### src/rtl/seq_det_pkg.sv
// Shared definitions for the programmable sequence detector controller:
// default widths and the controller state encoding.
package seq_det_pkg;

  localparam int unsigned PAT_W_DEF = 4;
  localparam int unsigned CNT_W_DEF = 8;

  typedef enum logic [1:0] {
    S_IDLE  = 2'd0,
    S_ARMED = 2'd1,
    S_DONE  = 2'd2
  } state_e;

endpackage

### src/rtl/seq_det_ctrl_if.sv
// Config handshake, serial stream and status bundle for seq_det_ctrl.
//   master : host/bit-source side (drives cfg_*, abort, in, in_valid)
//   slave  : detector side (drives cfg_ready, out, busy, done, match_count)
interface seq_det_ctrl_if #(
  parameter int unsigned PAT_W = seq_det_pkg::PAT_W_DEF,
  parameter int unsigned CNT_W = seq_det_pkg::CNT_W_DEF
) ();

  logic             cfg_valid;
  logic             cfg_ready;
  logic [PAT_W-1:0] cfg_pattern;
  logic [CNT_W-1:0] cfg_target;
  logic             abort;
  logic             in;
  logic             in_valid;
  logic             out;
  logic             busy;
  logic             done;
  logic [CNT_W-1:0] match_count;

  modport master (
    output cfg_valid, cfg_pattern, cfg_target, abort, in, in_valid,
    input  cfg_ready, out, busy, done, match_count
  );

  modport slave (
    input  cfg_valid, cfg_pattern, cfg_target, abort, in, in_valid,
    output cfg_ready, out, busy, done, match_count
  );

endinterface

### src/rtl/seq_det_window.sv
// Sliding window for the sequence detector: PAT_W-1 bit history shift
// register, a saturating fill counter and the pattern comparator.
//   clk, reset : clock, async active-high reset
//   shift_en   : accept "in" into the window this cycle
//   clr        : clear history and fill (takes priority)
//   restart    : on a shift, restart filling (non-overlapping matches)
//   in         : serial bit
//   pattern    : latched pattern, MSB compared against the oldest bit
//   hit        : window is full and {hist, in} equals pattern (combinational)
module seq_det_window
  import seq_det_pkg::*;
#(
  parameter int unsigned PAT_W = PAT_W_DEF
) (
  input  logic             clk,
  input  logic             reset,
  input  logic             shift_en,
  input  logic             clr,
  input  logic             restart,
  input  logic             in,
  input  logic [PAT_W-1:0] pattern,
  output logic             hit
);

  localparam int unsigned HIST_W = PAT_W - 1;
  localparam int unsigned FILL_W = $clog2(PAT_W);
  localparam int unsigned FULL   = PAT_W - 1;

  logic [HIST_W-1:0] hist_q, hist_d;
  logic [FILL_W-1:0] fill_q, fill_d;

  // Compare against the current bit so the match is reported in its own cycle.
  always_comb begin
    hit = (fill_q == FILL_W'(FULL)) && ({hist_q, in} == pattern);
  end

  // Window update: clear dominates, otherwise shift on qualified bits.
  always_comb begin
    hist_d = hist_q;
    fill_d = fill_q;
    if (clr) begin
      hist_d = '0;
      fill_d = '0;
    end else if (shift_en) begin
      hist_d = HIST_W'({hist_q, in});
      if (restart) begin
        fill_d = '0;
      end else if (fill_q != FILL_W'(FULL)) begin
        fill_d = fill_q + FILL_W'(1);
      end
    end
  end

  always_ff @(posedge clk or posedge reset) begin
    if (reset) begin
      hist_q <= '0;
      fill_q <= '0;
    end else begin
      hist_q <= hist_d;
      fill_q <= fill_d;
    end
  end

endmodule

### src/rtl/seq_det_ctrl.sv
// Controller around a programmable serial Mealy sequence detector.
// Takes a pattern and match target over a valid/ready config port, arms,
// scans the qualified serial stream, counts matches (saturating) and stops
// in DONE once the target is reached (target 0 = free-run).
//   clk, reset : clock, async active-high reset
//   bus        : seq_det_ctrl_if.slave (cfg handshake, abort, stream, status)
//                out is the combinational Mealy match; all other status registered.
// Build option: SEQ_DET_OVERLAP_EN keeps the window full after a match so
// overlapping occurrences are counted; default restarts the window.
module seq_det_ctrl
  import seq_det_pkg::*;
#(
  parameter int unsigned PAT_W = PAT_W_DEF,
  parameter int unsigned CNT_W = CNT_W_DEF
) (
  input  logic              clk,
  input  logic              reset,
  seq_det_ctrl_if.slave     bus
);

  state_e           state_q, state_d;
  logic [PAT_W-1:0] pattern_q, pattern_d;
  logic [CNT_W-1:0] target_q, target_d;
  logic [CNT_W-1:0] count_q, count_d;
  logic             cfg_ready_q, cfg_ready_d;
  logic             busy_q, busy_d;
  logic             done_q, done_d;

  logic cfg_hs;
  logic armed;
  logic shift_en;
  logic win_clr;
  logic win_restart;
  logic hit;
  logic match;

  assign cfg_hs   = bus.cfg_valid & cfg_ready_q;
  assign armed    = (state_q == S_ARMED);
  // abort suppresses both the shift and any same-cycle match.
  assign shift_en = armed & bus.in_valid & ~bus.abort;
  assign match    = shift_en & hit;
  assign win_clr  = cfg_hs | (armed & bus.abort);

`ifdef SEQ_DET_OVERLAP_EN
  assign win_restart = 1'b0;
`else
  assign win_restart = match;
`endif

  seq_det_window #(.PAT_W(PAT_W)) u_window (
    .clk      (clk),
    .reset    (reset),
    .shift_en (shift_en),
    .clr      (win_clr),
    .restart  (win_restart),
    .in       (bus.in),
    .pattern  (pattern_q),
    .hit      (hit)
  );

  // Next state, config latch and match counter.
  always_comb begin
    state_d   = state_q;
    pattern_d = pattern_q;
    target_d  = target_q;
    count_d   = count_q;
    case (state_q)
      S_IDLE, S_DONE: begin
        if (cfg_hs) begin
          state_d   = S_ARMED;
          pattern_d = bus.cfg_pattern;
          target_d  = bus.cfg_target;
          count_d   = '0;
        end
      end
      S_ARMED: begin
        if (bus.abort) begin
          state_d = S_IDLE;
        end else if (match) begin
          if (count_q != {CNT_W{1'b1}}) begin
            count_d = count_q + CNT_W'(1);
          end
          if ((target_q != '0) && (count_d == target_q)) begin
            state_d = S_DONE;
          end
        end
      end
      default: begin
        state_d = S_IDLE;
      end
    endcase
    // Status flops track the next state so they line up with state_q.
    cfg_ready_d = (state_d != S_ARMED);
    busy_d      = (state_d == S_ARMED);
    done_d      = (state_d == S_DONE);
  end

  always_ff @(posedge clk or posedge reset) begin
    if (reset) begin
      state_q     <= S_IDLE;
      pattern_q   <= '0;
      target_q    <= '0;
      count_q     <= '0;
      cfg_ready_q <= 1'b1;
      busy_q      <= 1'b0;
      done_q      <= 1'b0;
    end else begin
      state_q     <= state_d;
      pattern_q   <= pattern_d;
      target_q    <= target_d;
      count_q     <= count_d;
      cfg_ready_q <= cfg_ready_d;
      busy_q      <= busy_d;
      done_q      <= done_d;
    end
  end

  assign bus.cfg_ready   = cfg_ready_q;
  assign bus.busy        = busy_q;
  assign bus.done        = done_q;
  assign bus.match_count = count_q;
  assign bus.out         = match;

endmodule
### src/flat_wrapper.sv
// flat-port wrapper written by rule: the top's interface ports become plain ports
module seq_det_ctrl_flat import seq_det_pkg::*;
#(
  parameter int unsigned PAT_W = PAT_W_DEF,
  parameter int unsigned CNT_W = CNT_W_DEF
)
  (clk, reset, bus_cfg_valid, bus_cfg_pattern, bus_cfg_target, bus_abort, bus_in, bus_in_valid, bus_cfg_ready, bus_out, bus_busy, bus_done, bus_match_count);
  seq_det_ctrl_if #(.PAT_W(PAT_W), .CNT_W(CNT_W)) bus_i ();
  input  logic clk;
  input  logic reset;
  input wire logic [$bits(bus_i.cfg_valid)-1:0] bus_cfg_valid;
  input wire logic [$bits(bus_i.cfg_pattern)-1:0] bus_cfg_pattern;
  input wire logic [$bits(bus_i.cfg_target)-1:0] bus_cfg_target;
  input wire logic [$bits(bus_i.abort)-1:0] bus_abort;
  input wire logic [$bits(bus_i.in)-1:0] bus_in;
  input wire logic [$bits(bus_i.in_valid)-1:0] bus_in_valid;
  output wire logic [$bits(bus_i.cfg_ready)-1:0] bus_cfg_ready;
  output wire logic [$bits(bus_i.out)-1:0] bus_out;
  output wire logic [$bits(bus_i.busy)-1:0] bus_busy;
  output wire logic [$bits(bus_i.done)-1:0] bus_done;
  output wire logic [$bits(bus_i.match_count)-1:0] bus_match_count;
  assign bus_i.cfg_valid = bus_cfg_valid;
  assign bus_i.cfg_pattern = bus_cfg_pattern;
  assign bus_i.cfg_target = bus_cfg_target;
  assign bus_i.abort = bus_abort;
  assign bus_i.in = bus_in;
  assign bus_i.in_valid = bus_in_valid;
  assign bus_cfg_ready = bus_i.cfg_ready;
  assign bus_out = bus_i.out;
  assign bus_busy = bus_i.busy;
  assign bus_done = bus_i.done;
  assign bus_match_count = bus_i.match_count;
  seq_det_ctrl #(.PAT_W(PAT_W), .CNT_W(CNT_W)) u_core (.clk(clk), .reset(reset), .bus(bus_i));
endmodule
### config.mk
export PLATFORM = sky130hd
export DESIGN_NAME = seq_det_ctrl_flat
export DESIGN_NICKNAME = d
export VERILOG_FILES = /design/src/rtl/seq_det_pkg.sv /design/src/rtl/seq_det_ctrl_if.sv /design/src/rtl/seq_det_window.sv /design/src/rtl/seq_det_ctrl.sv /design/src/flat_wrapper.sv
export SDC_FILE = /design/constraint.sdc
export NUM_CORES = 1
export LEC_CHECK = 0
export BUFFER_PORTS_ARGS = -buffer_cell sky130_fd_sc_hd__buf_2
export CAP_MARGIN = 0
export CORE_UTILIZATION = 30
export CTS_BUF_LIST = sky130_fd_sc_hd__clkbuf_16
export DETAILED_ROUTE_END_ITERATION = 8
export PLACE_DENSITY = 0.52
export SYNTH_ARGS = -nofsm -noshare
export SYNTH_HDL_FRONTEND = slang
export SYNTH_SLANG_ARGS = --single-unit
### constraint.sdc
create_clock -name clk -period 2.3 [get_ports clk]
set_input_delay 0.115 -clock clk [delete_from_list [all_inputs] [get_ports clk]]
set_output_delay 0.115 -clock clk [all_outputs]
set_load 0.005 [all_outputs]
* Word-level counts from Yosys, hierarchy flattened
Index checks and enable logic that the tools add are counted.
Storage, ports and cells: bits in registers 30, output and inout port bits 12, input bits 18
Cells by class: eq/ne operators 13, $add $sub $neg 2, bitwise logic cells 7, mux-type cells 19, reductions and logical operators 11
Operators by type and width (number):
- two-way mux 8 bit | 7
- two-way mux 2 bit | 8
- case mux 8 bit (2 select lines) | 1
- adder 8 x 1 -> 8 bit, second input constant | 1
- == test 8 bit | 1
- != test 8 bit, second input constant | 1
- nonzero test 8 bit | 1
- == test 2 bit, second input constant | 3
- two-way mux 3 bit | 2
- != test 2 bit, second input constant | 3
- bitwise AND 1 bit | 5
- == test 2 x 1 -> 1 bit, second input constant | 2
- == test 4 bit | 1
- != test 2 x 1 -> 1 bit, second input constant | 2
- case mux 2 bit (2 select lines) | 1
- AND reduction 2 bit | 2
- AND reduction 4 bit | 1
- nonzero test 2 bit | 2
- nonzero test 3 bit | 1
- adder 2 x 1 -> 2 bit, second input constant | 1
- logical AND 1 bit | 2
- logical NOT 2 bit | 1
- OR reduction 2 bit | 1
- inverter 1 bit | 1
- OR 1 bit | 1

* Longest topological paths before layout
Gate-level depths: netlist (run 1).
depth in word-level cells 14, gate-level depth with buffers 8

* Hierarchy
Synthesis (run 1) repeated with hierarchy kept, for this count alone.
Second synthesis, totals: cell total of the unflattened synthesis 179, area total of the unflattened synthesis 1816.7 um2
Modules (own cells, without submodules):
- seq_det_ctrl | seq. area each 626.9 um2, cells each 148, area each 1517.7 um2, times used 1
- seq_det_window | seq. area each 125.1 um2, cells each 31, area each 299.0 um2, times used 1

* Least setup slack after synthesis (run 1)
Ideal clock, no wire load.
path kind register -> register, start register u_core.count_q[0] (netlist: u_core.bus.match_count[0]), end register u_core.busy_q (netlist: u_core.bus.busy), period minus slack after synthesis 1990 ps, arrival 1871 ps, setup slack 310 ps, stages on the path, launching flop included 9, buffers on the path 1, library setup time 119 ps, cell sequence dfrtp_1 -> ha_1 -> buf_4 -> nand3_1 -> a2111o_1 -> a21boi_1 -> and4b_1 -> nand4_2 -> and2_1
On the way: longest elaborated chain between the ends 12
RTL lines:
- start, declared | RTL line seq_det_ctrl.sv:24 | logic [CNT_W-1:0] count_q, count_d;
- start signal, assigned | RTL line seq_det_ctrl.sv:111 | count_q <= count_d;
- adder 8 x 1 -> 8 bit / != test 8 bit (equally long branches) | RTL line seq_det_ctrl.sv:81, seq_det_ctrl.sv:80
- two-way mux 8 bit * | RTL line seq_det_ctrl.sv:80 | if (count_q != {CNT_W{1'b1}}) begin
- two-way mux 8 bit * | RTL line seq_det_ctrl.sv:79 | end else if (match) begin
- two-way mux 8 bit * | RTL line seq_det_ctrl.sv:77 | if (bus.abort) begin
- two-way mux 8 bit * | RTL line seq_det_ctrl.sv:67 | case (state_q)
- == test 8 bit * | RTL line seq_det_ctrl.sv:83 | if ((target_q != '0) && (count_d == target_q)) begin
- logical AND 1 bit * | RTL line seq_det_ctrl.sv:83
- two-way mux 2 bit * | RTL line seq_det_ctrl.sv:83
- two-way mux 2 bit * | RTL line seq_det_ctrl.sv:79
- two-way mux 2 bit * | RTL line seq_det_ctrl.sv:77
- case mux 2 bit (2 select lines) * | RTL line seq_det_ctrl.sv:67
- == test 2 x 1 -> 1 bit * | RTL line seq_det_ctrl.sv:94 | busy_d = (state_d == S_ARMED);
- via u_core.busy_d | RTL line seq_det_ctrl.sv:26 | logic busy_q, busy_d;
- end signal, assigned | RTL line seq_det_ctrl.sv:113 | busy_q <= busy_d;
- end, declared | RTL line seq_det_ctrl.sv:26
Mark *: on every way through the listed nets, which the timed path passes. The rest lies on a longest branch. The select of a mux whose other input is x is not followed. A chain may end at the register's enable or synchronous reset.

* Worst setup path after layout (run 1)
Same ends and word-level chain as after synthesis.

==> metrics.log, run 1 <==
[metrics] status: finished, final reports clean
[metrics] GR Overflow Total: 0
[metrics] final-report hold violation count: 0
[metrics] post-route minimum period: 2.09 ns
[metrics] PostCTS Resize Cnt: 0
[metrics] pin count of the biggest net entering global routing: 31
[metrics] number of nets at the end of the flow: 233
[metrics] library cell with the highest instance count after synthesis: dfrtp_1
[metrics] number of buffers on the longest clock path: 2
[metrics] fraction of the yosys area taken by sequential cells: 43.1%
[metrics] Post-synth EDFFs: 0
[metrics] share of post-route cells with drive strength above 1: 31.3%
[metrics] Worst-Margin Slew: 0.390 ns
[metrics] DRT antenna net count: 0
[metrics] Die X: 78.2 um
[metrics] start-to-end type of the worst setup path: register to register
[metrics] unrepaired setup endpoints after global routing: no
[metrics] power per cell area: 915 nW/um^2
[metrics] Synth cell types: 49
[metrics] insertion delay of the later-clocked pin in the worst-skew pair: 0.27 ns
[metrics] overall fraction of global-route tracks in use: 14.3%
[metrics] Post-Synthesis Cell Area: 1740 sq um
[metrics] Max Slew Vio Count: 0
[metrics] number of sinks on the clock net: 30
[metrics] Worst EP arrival: 2.24 ns
[metrics] FF+latch count, synth: 30
[metrics] hold-fix buffer count after cts: 1
[metrics] overall power consumption: 1950 uW
[metrics] final-layout fill cell count: 600
[metrics] maximum clock rate: 479 MHz
[metrics] post-synth top area share: 41.6%
[metrics] depth of the CTS H-tree: 2
[metrics] initial antenna violation count: 0
[metrics] critical path required time: 2.46 ns
[metrics] post-CTS repair timing setup buffer count: 0
[metrics] area growth from synthesis to final layout: 22.0%
[metrics] cell types with the largest area share after synthesis: dfrtp_1 42%, mux2_2 7.8%, a21oi_1 4.0%
[metrics] placer's final routability congestion estimate: 0.868
[metrics] routed vias/inst: 5.13
[metrics] multi-input gate area in the final layout: 902 sq um
[metrics] initial core utilization: 31.5%
[metrics] CP startpoint kind: register
[metrics] final routed wire length divided by cell count: 13.8 um
[metrics] final total negative setup slack: 0 ns
[metrics] aggregate routed wire length: 3950 um
[metrics] number of DRC violations after detailed-routing iteration 0: 134
[metrics] area enclosed by the die boundary: 6120 sq um
[metrics] total setup violations reported at the end of the flow: 0
[metrics] Root Buffer: clkbuf_16
[metrics] Hold Crit Class: input port to register
[metrics] count of buffers from port buffering: 29
[metrics] worst IR drop on VDD: 0.413 mV
[metrics] wire length of the first global-routing pass: 6750 um
[metrics] crit path setup slack, layout: 0.214 ns
[metrics] number of buffers created by CTS: 5
[metrics] tightest hold margin: 0.0690 ns
[metrics] cell types with the highest counts after synthesis: 29 x dfrtp_1, 14 x a21oi_1, 13 x nand2_1
[metrics] Synthesized Nets: 196
[metrics] category of the worst setup path capture point: register
[metrics] DRC viols: 0
[metrics] maximum clock skew at final layout: 0.00553 ns
[metrics] final core area utilization: 38.4%
[metrics] Final Cycle Share: 90.7%
[metrics] overall via count from detail_route: 1467
[metrics] number of warnings reported in the yosys synthesis log: 0
[metrics] die extent in y: 78.2 um
[metrics] drt first pass iters: 4
[metrics] detailed-placement wirelength estimate: 2880 um
[metrics] TritonCTS clock tree: yes
[metrics] clock slew at reported path FFs: 0.05 ns
[metrics] Mean Syn Cell Area: 9.90 sq um
[metrics] cell type with the largest total area after synthesis: dfrtp_1
[metrics] Max-slew headroom: 73.8%
[metrics] Setup WS pre-CTS: 0.232 ns
[metrics] Post-synth top flop: dfrtp_1
[metrics] Ports: 30
[metrics] share of synthesized flip-flops with an asynchronous set or reset: 100%
[metrics] largest fanout of any net on the critical path: 7
[metrics] Cells after Synth: 176
[metrics] flip-flop and latch area: 752 sq um
[metrics] area of the placeable core: 5540 sq um
[metrics] Placement Rows: 27
[metrics] vias in the first global route: 1407
[metrics] leakage power summed over all cells: 0.000964 uW
[metrics] number of diodes: 0
[metrics] max capacitance violation total: 0
metrics by stage:
| step | cells | cell area [sq um] |
|---|---|---|
| after global routing | 286 | 2130 |
| final | 286 | 2130 |
| after CTS | 286 | 2130 |
| after floorplan | 176 | 1740 |
| after detailed placement | 277 | 1980 |
| after global placement | 277 | 1980 |
critical path, stage by stage (launching register included):
cell,delay [ns]
dfrtp_1,0.38
ha_1,0.30
and3_1,0.28
a21boi_1,0.24
a211oi_2,0.13
nor4b_4,0.29
nand4_2,0.16
and2_1,0.20
final cells by class:
type,instances,area share [%]
Clock buffer,5,5.88
Clock inverter,3,0.588
Inverter,8,1.41
Multi-Input combinational cell,130,42.4
Sequential cell,30,35.4
Tap cell,72,4.24
Timing Repair Buffer,38,10.1
routing by layer:
layer / vias to the layer above / global-route usage (%) / share of wire (%) / wire length [um]
met5: - / 0 / 0 / 0
met4: 0 / 5.00 / 0.81 / 32
met3: 2 / 2.44 / 4.7 / 185
met2: 44 / 21.8 / 45 / 1800
met1: 696 / 20.1 / 49 / 1940
li1: 725 / - / - / -
where the power goes:
group          internal, uW  switching, uW
Clock                   390            222
Combinational           287            241
Sequential              672            134
Total                  1350            598
cell usage in the layout (no fill, tap or decap), types with 2 or more instances in the layout:
| master | Yosys | layout |
|---|---|---|
| a21boi_1 | 2 | 2 |
| buf_4 | 1 | 8 |
| xnor2_1 | 6 | 6 |
| nand2_1 | 13 | 13 |
| a31oi_1 | 5 | 5 |
| and3_1 | 2 | 2 |
| nor4_1 | 3 | 3 |
| a211oi_2 | 3 | 3 |
| nor2_1 | 8 | 8 |
| and4_1 | 2 | 2 |
| ha_1 | 2 | 2 |
| buf_2 | 2 | 29 |
| inv_1 | 8 | 9 |
| a21oi_1 | 14 | 14 |
| o21ai_0 | 8 | 8 |
| nand3_1 | 11 | 11 |
| clkbuf_16 | 0 | 5 |
| nor3_1 | 5 | 5 |
| mux2_2 | 12 | 12 |
| nand4_1 | 2 | 2 |
| and2_1 | 2 | 2 |
| dfrtp_1 | 29 | 29 |
| o21a_1 | 2 | 2 |
| nor2b_1 | 2 | 2 |
| and4b_1 | 3 | 3 |
| a22oi_1 | 2 | 2 |
cells by family after synthesis:
family	count (synthesis)	synth area share, %
simple gates	63	21.5
compound gates	46	17.5
flops	30	43.1
buf+inv	16	5.10
mux	12	7.75
xor+xnor	7	3.52
fa+ha+maj	2	1.44
flip-flops by register name, summed over array words and instances (netlist names):
name                    cells
u_core.bus.busy             1
u_core.u_window.fill_q      2
u_core.pattern_q            4
u_core.state_q              2
u_core.u_window.hist_q      3
u_core.bus.done             1
u_core.bus.match_count      8
u_core.target_q             8
u_core.bus.cfg_ready        1
final timing paths:
check	slack (ns)	from	endpoint	cells after the start
min in group asynchronous	0.46	reset	u_core.pattern_q[3]	4
hold / removal	0.07	bus_cfg_target[4]	u_core.target_q[4]	2
setup reg to reg	0.21	u_core.bus.match_count[0]	u_core.bus.busy	7
max in group asynchronous	1.52	reset	u_core.bus.cfg_ready	4
setup / recovery	0.21	u_core.bus.match_count[0]	u_core.bus.busy	7
hold reg to reg	0.51	u_core.state_q[0]	u_core.state_q[1]	1
Note: power is estimated with default switching activity, not from simulation.
==> run 2: changes to the inputs <==
--- a/config.mk
+++ b/config.mk
@@ -7,10 +7,13 @@
 export LEC_CHECK = 0
 export BUFFER_PORTS_ARGS = -buffer_cell sky130_fd_sc_hd__buf_2
 export CAP_MARGIN = 0
+export CELL_PAD_IN_SITES_DETAIL_PLACEMENT = 1
+export CELL_PAD_IN_SITES_GLOBAL_PLACEMENT = 1
 export CORE_UTILIZATION = 30
 export CTS_BUF_LIST = sky130_fd_sc_hd__clkbuf_16
 export DETAILED_ROUTE_END_ITERATION = 8
-export PLACE_DENSITY = 0.52
+export PLACE_DENSITY = 0.63
+export SKIP_CTS_REPAIR_TIMING = 1
 export SYNTH_ARGS = -nofsm -noshare
 export SYNTH_HDL_FRONTEND = slang
 export SYNTH_SLANG_ARGS = --single-unit
==> metrics.log, run 2 (synthesis gave the netlist of run 1 again) <==
[metrics] number of DRC violations after detailed-routing iteration 0: 71 (was 134)
[metrics] TritonCTS clock tree: yes (unchanged)
[metrics] max capacitance violation total: 0 (unchanged)
[metrics] depth of the CTS H-tree: 2 (unchanged)
[metrics] number of buffers on the longest clock path: 2 (unchanged)
[metrics] overall fraction of global-route tracks in use: 15.9% (was 14.3%)
[metrics] critical path required time: 2.46 ns (about the same)
[metrics] Hold Crit Class: input port to register (unchanged)
[metrics] routed vias/inst: 5.10 (was 5.13)
[metrics] Critical path destination: u_core.bus.busy (unchanged)
[metrics] worst setup path start: u_core.bus.match_count[0] (unchanged)
[metrics] maximum clock skew at final layout: 0.00430 ns (was 0.00553 ns)
[metrics] commonest cells after routing, fill and taps aside: 29 x buf_2, 29 x dfrtp_1, 14 x a21oi_1 (unchanged)
[metrics] start-to-end type of the worst setup path: register to register (unchanged)
[metrics] Worst-Margin Slew: 0.702 ns (was 0.390 ns)
[metrics] drt first pass iters: 4 (unchanged)
[metrics] insertion delay of the later-clocked pin in the worst-skew pair: 0.27 ns (about the same)
[metrics] number of diodes: 0 (unchanged)
[metrics] Worst EP arrival: 2.19 ns (was 2.24 ns)
[metrics] Max Slew Vio Count: 0 (unchanged)
[metrics] DRC viols: 0 (unchanged)
[metrics] leakage power summed over all cells: 0.000959 uW (was 0.000964 uW)
[metrics] initial core utilization: 31.5% (unchanged)
[metrics] unrepaired setup endpoints after global routing: no (unchanged)
[metrics] final-report hold violation count: 0 (unchanged)
[metrics] initial antenna violation count: 0 (unchanged)
[metrics] pin count of the biggest net entering global routing: 31 (unchanged)
[metrics] total setup violations reported at the end of the flow: 0 (unchanged)
[metrics] number of nets at the end of the flow: 233 (unchanged)
[metrics] number of buffers created by CTS: 5 (unchanged)
[metrics] maximum clock rate: 493 MHz (was 479 MHz)
[metrics] CP startpoint kind: register (unchanged)
[metrics] Placed Cells incl. Taps: 277 (unchanged)
[metrics] DRT antenna net count: 0 (unchanged)
[metrics] FF-to-FF Start: u_core.bus.match_count[0] (unchanged)
[metrics] Max-slew headroom: 52.9% (was 73.8%)
[metrics] RR Endpoint: u_core.bus.busy (unchanged)
[metrics] Hold Crit Depth: 2 (unchanged)
[metrics] worst IR drop on VDD: 0.603 mV (was 0.413 mV)
[metrics] share of post-route cells with drive strength above 1: 31.8% (was 31.3%)
[metrics] detailed-placement wirelength estimate: 3190 um (was 2880 um)
[metrics] post-route minimum period: 2.03 ns (was 2.09 ns)
[metrics] power per cell area: 924 nW/um^2 (was 915 nW/um^2)
[metrics] overall via count from detail_route: 1460 (was 1467)
[metrics] Final Cycle Share: 88.2% (was 90.7%)
[metrics] FF-to-FF path depth: 7 (unchanged)
[metrics] final-layout fill cell count: 664 (was 600)
[metrics] placer's final routability congestion estimate: 0.755 (was 0.868)
[metrics] status: finished, final reports clean (unchanged)
[metrics] vias in the first global route: 1493 (was 1407)
[metrics] final cell count without fillers: 286 (unchanged)
[metrics] largest fanout of any net on the critical path: 6 (was 7)
[metrics] area enclosed by the die boundary: 6120 sq um (unchanged)
[metrics] final routed wire length divided by cell count: 15.3 um (was 13.8 um)
[metrics] number of sinks on the clock net: 30 (unchanged)
[metrics] die extent in y: 78.2 um (unchanged)
[metrics] Root Buffer: clkbuf_16 (unchanged)
[metrics] Ports: 30 (unchanged)
[metrics] GR Overflow Total: 0 (unchanged)
[metrics] clock slew at reported path FFs: 0.05 ns (about the same)
[metrics] area growth from synthesis to final layout: 22.3% (was 22.0%)
[metrics] cell type of the slowest stage on the worst timing path: dfrtp_1 (unchanged)
[metrics] count of buffers from port buffering: 29 (unchanged)
[metrics] cells along the critical path: ha_1 -> and3_1 -> a21boi_1 -> a211oi_2 -> nor4b_4 -> nand4_2 -> and2_1 (unchanged)
[metrics] category of the worst setup path capture point: register (unchanged)
[metrics] area of the placeable core: 5540 sq um (unchanged)
[metrics] Placement Rows: 27 (unchanged)
[metrics] register-to-register path setup slack: 0.27 ns (was 0.21 ns)
[metrics] Worst path max stage delay: 0.38 ns (about the same)
[metrics] hold_sp: bus_cfg_target[1] (was bus_cfg_target[4])
[metrics] final total negative setup slack: 0 ns (unchanged)
[metrics] wire length of the first global-routing pass: 7400 um (was 6750 um)
[metrics] aggregate routed wire length: 4390 um (was 3950 um)
[metrics] Die X: 78.2 um (unchanged)
-- run 2: cell types whose count changed in the layout (fill, tap and decap cells not counted) --
cell and delta:
clkinvlp_4 +1, inv_1 -1
-- run 2: worst max-delay path: cells and delay by family, from the launching register on --
family / cells / cell delay, ns
AOI/OAI and AO/OA: 2 / 0.37
adders and majority gates: 1 / 0.27
DFF: 1 / 0.38
and+or+nand+nor: 4 / 0.90
-- run 2: worst min-delay path by stage --
stage	to	slack [ns]
after floorplan	u_core.bus.busy	0.21
after global placement	u_core.pattern_q[2]	0.22
after detailed placement	u_core.target_q[2]	0.22
after CTS	u_core.target_q[2]	-0.07
after global routing	u_core.pattern_q[0]	0.07
final	u_core.target_q[1]	0.07
-- run 2: where the power goes --
part | switching (uW) | leakage, uW | internal (uW) | total, uW
combinational | 244 | 0.000507 | 284 | 527
sequential | 144 | 0.000385 | 672 | 816
clock | 232 | 0.0000672 | 394 | 626
-- run 2: through the flow --
stage / power [uW] / area [sq um] / hold WS, ns / util, % / worst slack, ns
2_1_floorplan: 1180 / 1740 / 0.205 / - / 0.310
4_1_cts: 1990 / 2120 / -0.0671 / 38.3 / 0.260
3_5_place_dp: 1360 / 1980 / 0.222 / 35.7 / 0.276
5_1_grt: 2100 / 2130 / 0.0681 / 38.5 / 0.104
6_report: 1970 / 2130 / 0.0717 / 38.5 / 0.272
3_3_place_gp: 1340 / 1980 / 0.218 / 35.7 / 0.320
-- run 2: cell type report --
cell class	instances	area (sq um)	area share [%]
clock inverter	3	16.3	0.763
multi-input combinational	130	902	42.3
clock buffer	5	125	5.87
tap	72	90.1	4.23
timing repair buffer	38	215	10.1
sequential	30	752	35.3
inverter	8	30.0	1.41
-- run 2: per-layer routing --
layer | vias up | share of wire [%] | GRT usage, %
li1 | 717 | - | -
met1 | 709 | 50 | 21.2
met2 | 28 | 45 | 24.8
met3 | 6 | 4.3 | 4.42
met4 | 0 | 1.1 | 5.00
met5 | - | 0 | 0
